File: src/rtl/eth_pkg.sv
// Shared types and constants for the transmit framing stage.
// Also holds the byte-wide reflected CRC-32 step that the CRC engine uses.
package eth_pkg;

  typedef enum logic [1:0] {IDLE, DATA, PAD, FCS} state_e;

  localparam int          ETH_MIN_PAYLOAD = 60;
  localparam int          ETH_FCS_BYTES   = 4;
  localparam logic [31:0] CRC32_INIT      = 32'hFFFFFFFF;
  localparam logic [31:0] CRC32_POLY_REF  = 32'hEDB88320;
  localparam logic [31:0] CRC32_RESIDUE   = 32'hDEBB20E3;

  // LSB-first update of the raw CRC register by one byte.
  function automatic logic [31:0] crc32_byte(input logic [31:0] crc, input logic [7:0] d);
    logic [31:0] c;
    c = crc ^ {24'h0, d};
    for (int i = 0; i < 8; i++) c = c[0] ? ((c >> 1) ^ CRC32_POLY_REF) : (c >> 1);
    return c;
  endfunction

endpackage

File: src/rtl/crc32.sv
// Byte-wide Ethernet CRC-32 engine; crc_clr has priority over data_in_valid.
// crc32_out is the complemented register, i.e. the FCS value ready to send LSB first.
module crc32
  import eth_pkg::*;
(
  input  logic        clk,
  input  logic        rst_n,
  input  logic        crc_clr,
  input  logic [7:0]  data_in,
  input  logic        data_in_valid,
  output logic [31:0] crc32_out
);

  logic [31:0] crc_q, crc_d;

  always_comb begin
    crc_d = crc_q;
    if (crc_clr)            crc_d = CRC32_INIT;
    else if (data_in_valid) crc_d = crc32_byte(crc_q, data_in);
  end

  always_ff @(posedge clk or negedge rst_n) begin
    if (!rst_n) crc_q <= CRC32_INIT;
    else        crc_q <= crc_d;
  end

  assign crc32_out = ~crc_q;

endmodule

File: src/rtl/eth_fcs_append.sv
// Transmit framing: passes payload, zero-pads short frames, appends the 4-byte FCS.
// Output is a single register stage that holds while m_valid && !m_ready.
module eth_fcs_append
  import eth_pkg::*;
#(
  parameter int unsigned MIN_LEN = ETH_MIN_PAYLOAD,
  parameter bit          PAD_EN  = 1'b1
) (
  input  logic       clk,
  input  logic       rst,
  input  logic [7:0] s_data,
  input  logic       s_valid,
  input  logic       s_last,
  output logic       s_ready,
  output logic [7:0] m_data,
  output logic       m_valid,
  output logic       m_last,
  input  logic       m_ready,
  output logic       busy
);

  localparam logic [16:0] MIN_LEN_W = 17'(MIN_LEN);

  state_e      state_q, state_d;
  logic [15:0] cnt_q, cnt_d, cnt_adv;
  logic [1:0]  fidx_q, fidx_d;
  logic [31:0] fcs_q, fcs_d, fcs_src;
  logic [7:0]  m_data_q, m_data_d, crc_byte;
  logic        m_valid_q, m_valid_d, m_last_q, m_last_d;
  logic        load, accept, short_frm, fcs_done, crc_clr, crc_vld;
  logic [31:0] crc32_out;

  assign load      = !m_valid_q || m_ready;
  assign s_ready   = ((state_q == IDLE) || (state_q == DATA)) && load;
  assign accept    = s_valid && s_ready;
  assign cnt_adv   = (state_q == IDLE) ? 16'd1 : ((cnt_q == 16'hFFFF) ? cnt_q : cnt_q + 16'd1);
  assign short_frm = PAD_EN && ({1'b0, cnt_adv} < MIN_LEN_W);
  assign fcs_done  = (state_q == FCS) && load && m_last_q;
  // The CRC register settles on the same edge as the final data/pad byte, so
  // FCS byte 0 is taken straight from it; the rest come from the latched copy.
  assign fcs_src   = (fidx_q == 2'd0) ? crc32_out : fcs_q;

  always_ff @(posedge clk) begin
    if (rst) state_q <= IDLE;
    else     state_q <= state_d;
  end

  always_comb begin
    state_d = state_q;
    unique case (state_q)
      IDLE:    if (accept) state_d = s_last ? (short_frm ? PAD : FCS) : DATA;
      DATA:    if (accept && s_last) state_d = short_frm ? PAD : FCS;
      PAD:     if (load && !short_frm) state_d = FCS;
      FCS:     if (fcs_done) state_d = IDLE;
      default: state_d = IDLE;
    endcase
  end

  always_comb begin
    m_valid_d = m_valid_q;
    m_data_d  = m_data_q;
    m_last_d  = m_last_q;
    cnt_d     = cnt_q;
    fidx_d    = fidx_q;
    fcs_d     = fcs_q;
    crc_vld   = 1'b0;
    crc_byte  = s_data;
    unique case (state_q)
      IDLE, DATA: begin
        if (load) begin
          m_valid_d = accept;
          m_last_d  = 1'b0;
          if (accept) begin
            m_data_d = s_data;
            cnt_d    = cnt_adv;
            crc_vld  = 1'b1;
          end
        end
      end
      PAD: begin
        if (load) begin
          m_valid_d = 1'b1;
          m_data_d  = 8'h00;
          cnt_d     = cnt_adv;
          crc_vld   = 1'b1;
          crc_byte  = 8'h00;
        end
      end
      FCS: begin
        if (fidx_q == 2'd0) fcs_d = crc32_out;
        if (load) begin
          if (m_last_q) begin
            m_valid_d = 1'b0;
            m_last_d  = 1'b0;
            cnt_d     = 16'd0;
            fidx_d    = 2'd0;
          end else begin
            m_valid_d = 1'b1;
            m_data_d  = fcs_src[8*fidx_q +: 8];
            m_last_d  = (fidx_q == 2'(ETH_FCS_BYTES - 1));
            fidx_d    = fidx_q + 2'd1;
          end
        end
      end
      default: ;
    endcase
  end

  always_ff @(posedge clk) begin
    if (rst) begin
      m_valid_q <= 1'b0;
      m_last_q  <= 1'b0;
      m_data_q  <= 8'h00;
      cnt_q     <= 16'd0;
      fidx_q    <= 2'd0;
      fcs_q     <= 32'h0;
    end else begin
      m_valid_q <= m_valid_d;
      m_last_q  <= m_last_d;
      m_data_q  <= m_data_d;
      cnt_q     <= cnt_d;
      fidx_q    <= fidx_d;
      fcs_q     <= fcs_d;
    end
  end

  // Re-seed between frames, including when a new frame starts right after FCS drains.
  assign crc_clr = rst || ((state_q == IDLE) && !accept) || fcs_done;

  crc32 u_crc (
    .clk           (clk),
    .rst_n         (1'b1),
    .crc_clr       (crc_clr),
    .data_in       (crc_byte),
    .data_in_valid (crc_vld),
    .crc32_out     (crc32_out)
  );

  assign m_data  = m_data_q;
  assign m_valid = m_valid_q;
  assign m_last  = m_last_q;
  assign busy    = (state_q != IDLE);

endmodule
File: config.mk
export PLATFORM = sky130hd
export DESIGN_NAME = eth_fcs_append
export DESIGN_NICKNAME = d
export VERILOG_FILES = /design/src/rtl/eth_pkg.sv /design/src/rtl/crc32.sv /design/src/rtl/eth_fcs_append.sv
export SDC_FILE = /design/constraint.sdc
export NUM_CORES = 1
export LEC_CHECK = 0
export BUFFER_PORTS_ARGS = -buffer_cell sky130_fd_sc_hd__buf_4
export CAP_MARGIN = 20
export CELL_PAD_IN_SITES_DETAIL_PLACEMENT = 0
export CELL_PAD_IN_SITES_GLOBAL_PLACEMENT = 1
export CORE_MARGIN = 2
export CORE_UTILIZATION = 40
export DETAILED_ROUTE_END_ITERATION = 10
export PLACE_DENSITY = 0.73
export SYNTH_ARGS = -nofsm -noshare
export SYNTH_HDL_FRONTEND = slang
export SYNTH_SLANG_ARGS = --single-unit
File: constraint.sdc
create_clock -name clk -period 2.5 [get_ports clk]
set_input_delay 0.25 -clock clk [delete_from_list [all_inputs] [get_ports clk]]
set_output_delay 0.25 -clock clk [all_outputs]
set_load 0.03 [all_outputs]
==> impl_metrics.tcl <==
set metrics [dict create \
    cp_slowest_stage_delay_ns 0.44 \
    route.final.wire_length_um 14070 \
    period_share_pct 97.56 \
    grt_max_degree 63 \
    skew_ns 0.007902 \
    peakVddDrop_mv 0.6179 \
    slew_viol_final 0 \
    ys_ff_latch 94 \
    ctsHtreeMaxLevel 3 \
    yosysWarnings 0 \
    antenna_cells_inserted 0 \
    cts.path.max_buffers 2 \
    yosysTopAreaCellShare_pct 34.66 \
    design.core.area_mm2 0.01324 \
    sequence_of_cells_on_the_critical_path "nand4_1 -> buf_4 -> nor4_4 -> mux2_4 -> or4_4 -> o31ai_4 -> a21oi_2 -> mux2_4" \
    die_w_um 120.5 \
    layout-drive-gt1-share_pct 20.71 \
    syn-mean-instance-area_um2 8.365 \
    powerDensity_mw_per_mm2 1469 \
    flow.area_growth_from_synthesis_pct 20.17 \
    postSynthCellCount 649 \
    tritoncts "built" \
    drt-initial-drc-count 244 \
    most-common-layout-cells "nor2_1, dfxtp_1, buf_4" \
    most_common_cell_after_layout_fill_and_taps_aside "nor2_1" \
    timing_worst_setup_path_type "register to register" \
    synth_edf_count 0 \
    drt-vias-per-instance 5.348 \
    groute.usage.overall_pct 20.32 \
    cts_root_buf "clkbuf_16" \
    synth_area_leaders "dfxtp_1, nor2_1, xnor2_1, a21oi_1, o211ai_1" \
    run_status "finished, final reports clean" \
    critical_path_required_ns 2.74 \
    global_route.usage.met2_pct 32.17 \
    final_cells 876 \
    setup-violations-final 0 \
    design.final.nets 716 \
    max-cap-violations 0 \
    clock_transition_time_at_the_flip_flop_clock_pins_of_the_worst_setup_and_hold_paths_ns 0.07 \
    ys_async_sr_fraction_pct 0 \
    layout_min_cycle_time_ns 2.439 \
    fin_setup_tns_ns 0 \
    synth.yosys.seq_area_share_pct 34.66 \
    drt_pre_antenna_iters 6 \
    placedCellCount 852 \
    top_level_ports 25 \
    cts_buffers 9 \
    crit_path_top_delay_cell "or4_4" \
    global_route.usage.met3_pct 2.783 \
    crit_path_start_kind "register" \
    wire_per_inst_um 16.06 \
    cts_num_sinks 94 \
    via_count_of_the_first_global_routing_pass 4319 \
    fillers 1273 \
    floorplan_die_height_um 120.5 \
    holdBufCountCts 0 \
    detail_route.drc_violations 0 \
    clk_latency_ns 0.35 \
    clock.fmax_mhz 410.0 \
    fin_util_pct 49.26 \
    worst-slew-pin-transition_ns 0.5922 \
    overflow 0 \
    power_mw 9.584 \
    place_ws_ns -0.02636 \
    met1_demand_to_capacity_share_in_global_routing_pct 28.02 \
    critical_path.max_fanout 3 \
    detailroute.via_count 4685 \
    whs_ns 0.2283 \
    synthFlopType "dfxtp_1" \
    antenna_found_initial 0 \
    finalWorstSetupSlack_ns 0.06112 \
    grt_first_pass_wirelength_um 23170 \
    critical_path_arrival_ns 2.68 \
    critical_path.endpoint_type "register" \
    start_util_pct 41.00 \
    detailed_place_hpwl_um 9976 \
    power_leakage_nw 2.627 \
    crit_path_frequent_cell "mux2_4" \
    worst_hold_path_type "input pin to register" \
    synth_top_area_cell "dfxtp_1" \
    input_output_buffers 24 \
    synth_nets 669 \
    die_area_mm2 0.01452 \
    placed_cell_area_mm2 0.006056 \
    detail-route-antenna-nets 0 \
    layer_with_the_highest_usage_after_global_routing "met2" \
    syn_area_mm2 0.005429 \
    final-hold-violation-count 0 \
    gp_congestion 0.8539 \
    yosysUniqueCellTypes 54 \
    fin_area_mm2 0.006524 \
    max-slew-margin-rel_pct 60.52 \
    rows 42 \
]
synthesized netlist by cell type, types with 2 or more instances:
| library cell | n |
|---|---|
| xnor2_2 | 8 |
| xnor2_1 | 36 |
| mux2i_1 | 19 |
| xnor3_1 | 4 |
| ha_1 | 7 |
| o21ai_0 | 14 |
| a311oi_1 | 3 |
| nand2_1 | 54 |
| nor2b_1 | 9 |
| and3_1 | 3 |
| a22oi_1 | 3 |
| dfxtp_1 | 94 |
| nor3b_1 | 2 |
| clkbuf_1 | 34 |
| and2_1 | 5 |
| a221oi_1 | 8 |
| a211oi_1 | 15 |
| nand2b_1 | 3 |
| a21o_1 | 2 |
| buf_2 | 7 |
| a21oi_1 | 58 |
| or3_1 | 3 |
| nand4_1 | 7 |
| nor4_1 | 4 |
| nand3_1 | 8 |
| o211ai_1 | 32 |
| buf_1 | 4 |
| nor2_1 | 100 |
| a21boi_1 | 8 |
| mux4_2 | 8 |
| mux2_1 | 2 |
| a31oi_1 | 3 |
| nor3_1 | 18 |
| inv_1 | 22 |
| xor2_1 | 23 |
sequential cells by signal, indices dropped and copies added, names as in the netlist:
name and cells:
m_valid 1, cnt_q 16, m_data 8, u_crc.crc_q 32
state_q 2, m_last 1, fcs_q 32, fidx_q 2
per-layer routing:
metal / vias up / share of wire (%)
li1: 2349 / -
met1: 2206 / 46
met2: 111 / 47
met3: 19 / 4.6
met4: 0 / 2.2
met5: - / 0
what timing repair did:
item | in CTS | in global routing
setup endpoints to repair | 3 | 23
setup buffers | 0 | 9
resized for setup | 3 | 18
pin swaps | 2 | 8
logic make-up after synthesis:
kind of cell | after synthesis | synth area share [%]
fa+ha+maj | 7 | 1.613
simple gates | 224 | 18.90
mux | 30 | 7.513
compound gates | 154 | 18.37
xor+xnor | 72 | 14.08
buf+inv | 68 | 4.863
flops | 94 | 34.66
worst max-delay path, delay by kind of cell (launching register included):
family	cells	cell delay (ns)
mux	2	0.62
flops	1	0.34
simple gates	3	0.88
buf+inv	1	0.20
compound gates	2	0.30
where the power goes:
group / internal, mW / leakage, nW / switching (mW)
Clock: 0.799 / 0.141 / 0.606
Combinational: 2.89 / 1.72 / 3.14
Sequential: 1.82 / 0.768 / 0.336
path summary, 6_finish.rpt:
path / cells past startpoint / slack (ns) / from / end
hold reg to reg: 2 / 0.48 / fcs_q[25]$_SDFFE_PP0P_ / fcs_q[25]$_SDFFE_PP0P_
setup / recovery: 8 / 0.06 / cnt_q[7]$_SDFFE_PP0P_ / state_q[1]$_SDFFE_PP0P_
setup reg to reg: 8 / 0.06 / cnt_q[7]$_SDFFE_PP0P_ / state_q[1]$_SDFFE_PP0P_
hold / removal: 3 / 0.23 / s_data[1] / m_data[1]$_SDFFE_PP0P_
final cells by class:
| cell class | count | area (um^2) | area share [%] |
|---|---|---|---|
| inverters | 23 | 86.33 | 1.323 |
| well taps | 176 | 220.2 | 3.376 |
| clock buffers | 10 | 239.0 | 3.663 |
| clock inverters | 5 | 58.81 | 0.9014 |
| multi-input cells | 487 | 3411 | 52.28 |
| flip-flops and latches | 94 | 1888 | 28.94 |
| repair buffers | 81 | 620.6 | 9.513 |
(Power assumes the default switching activity.)
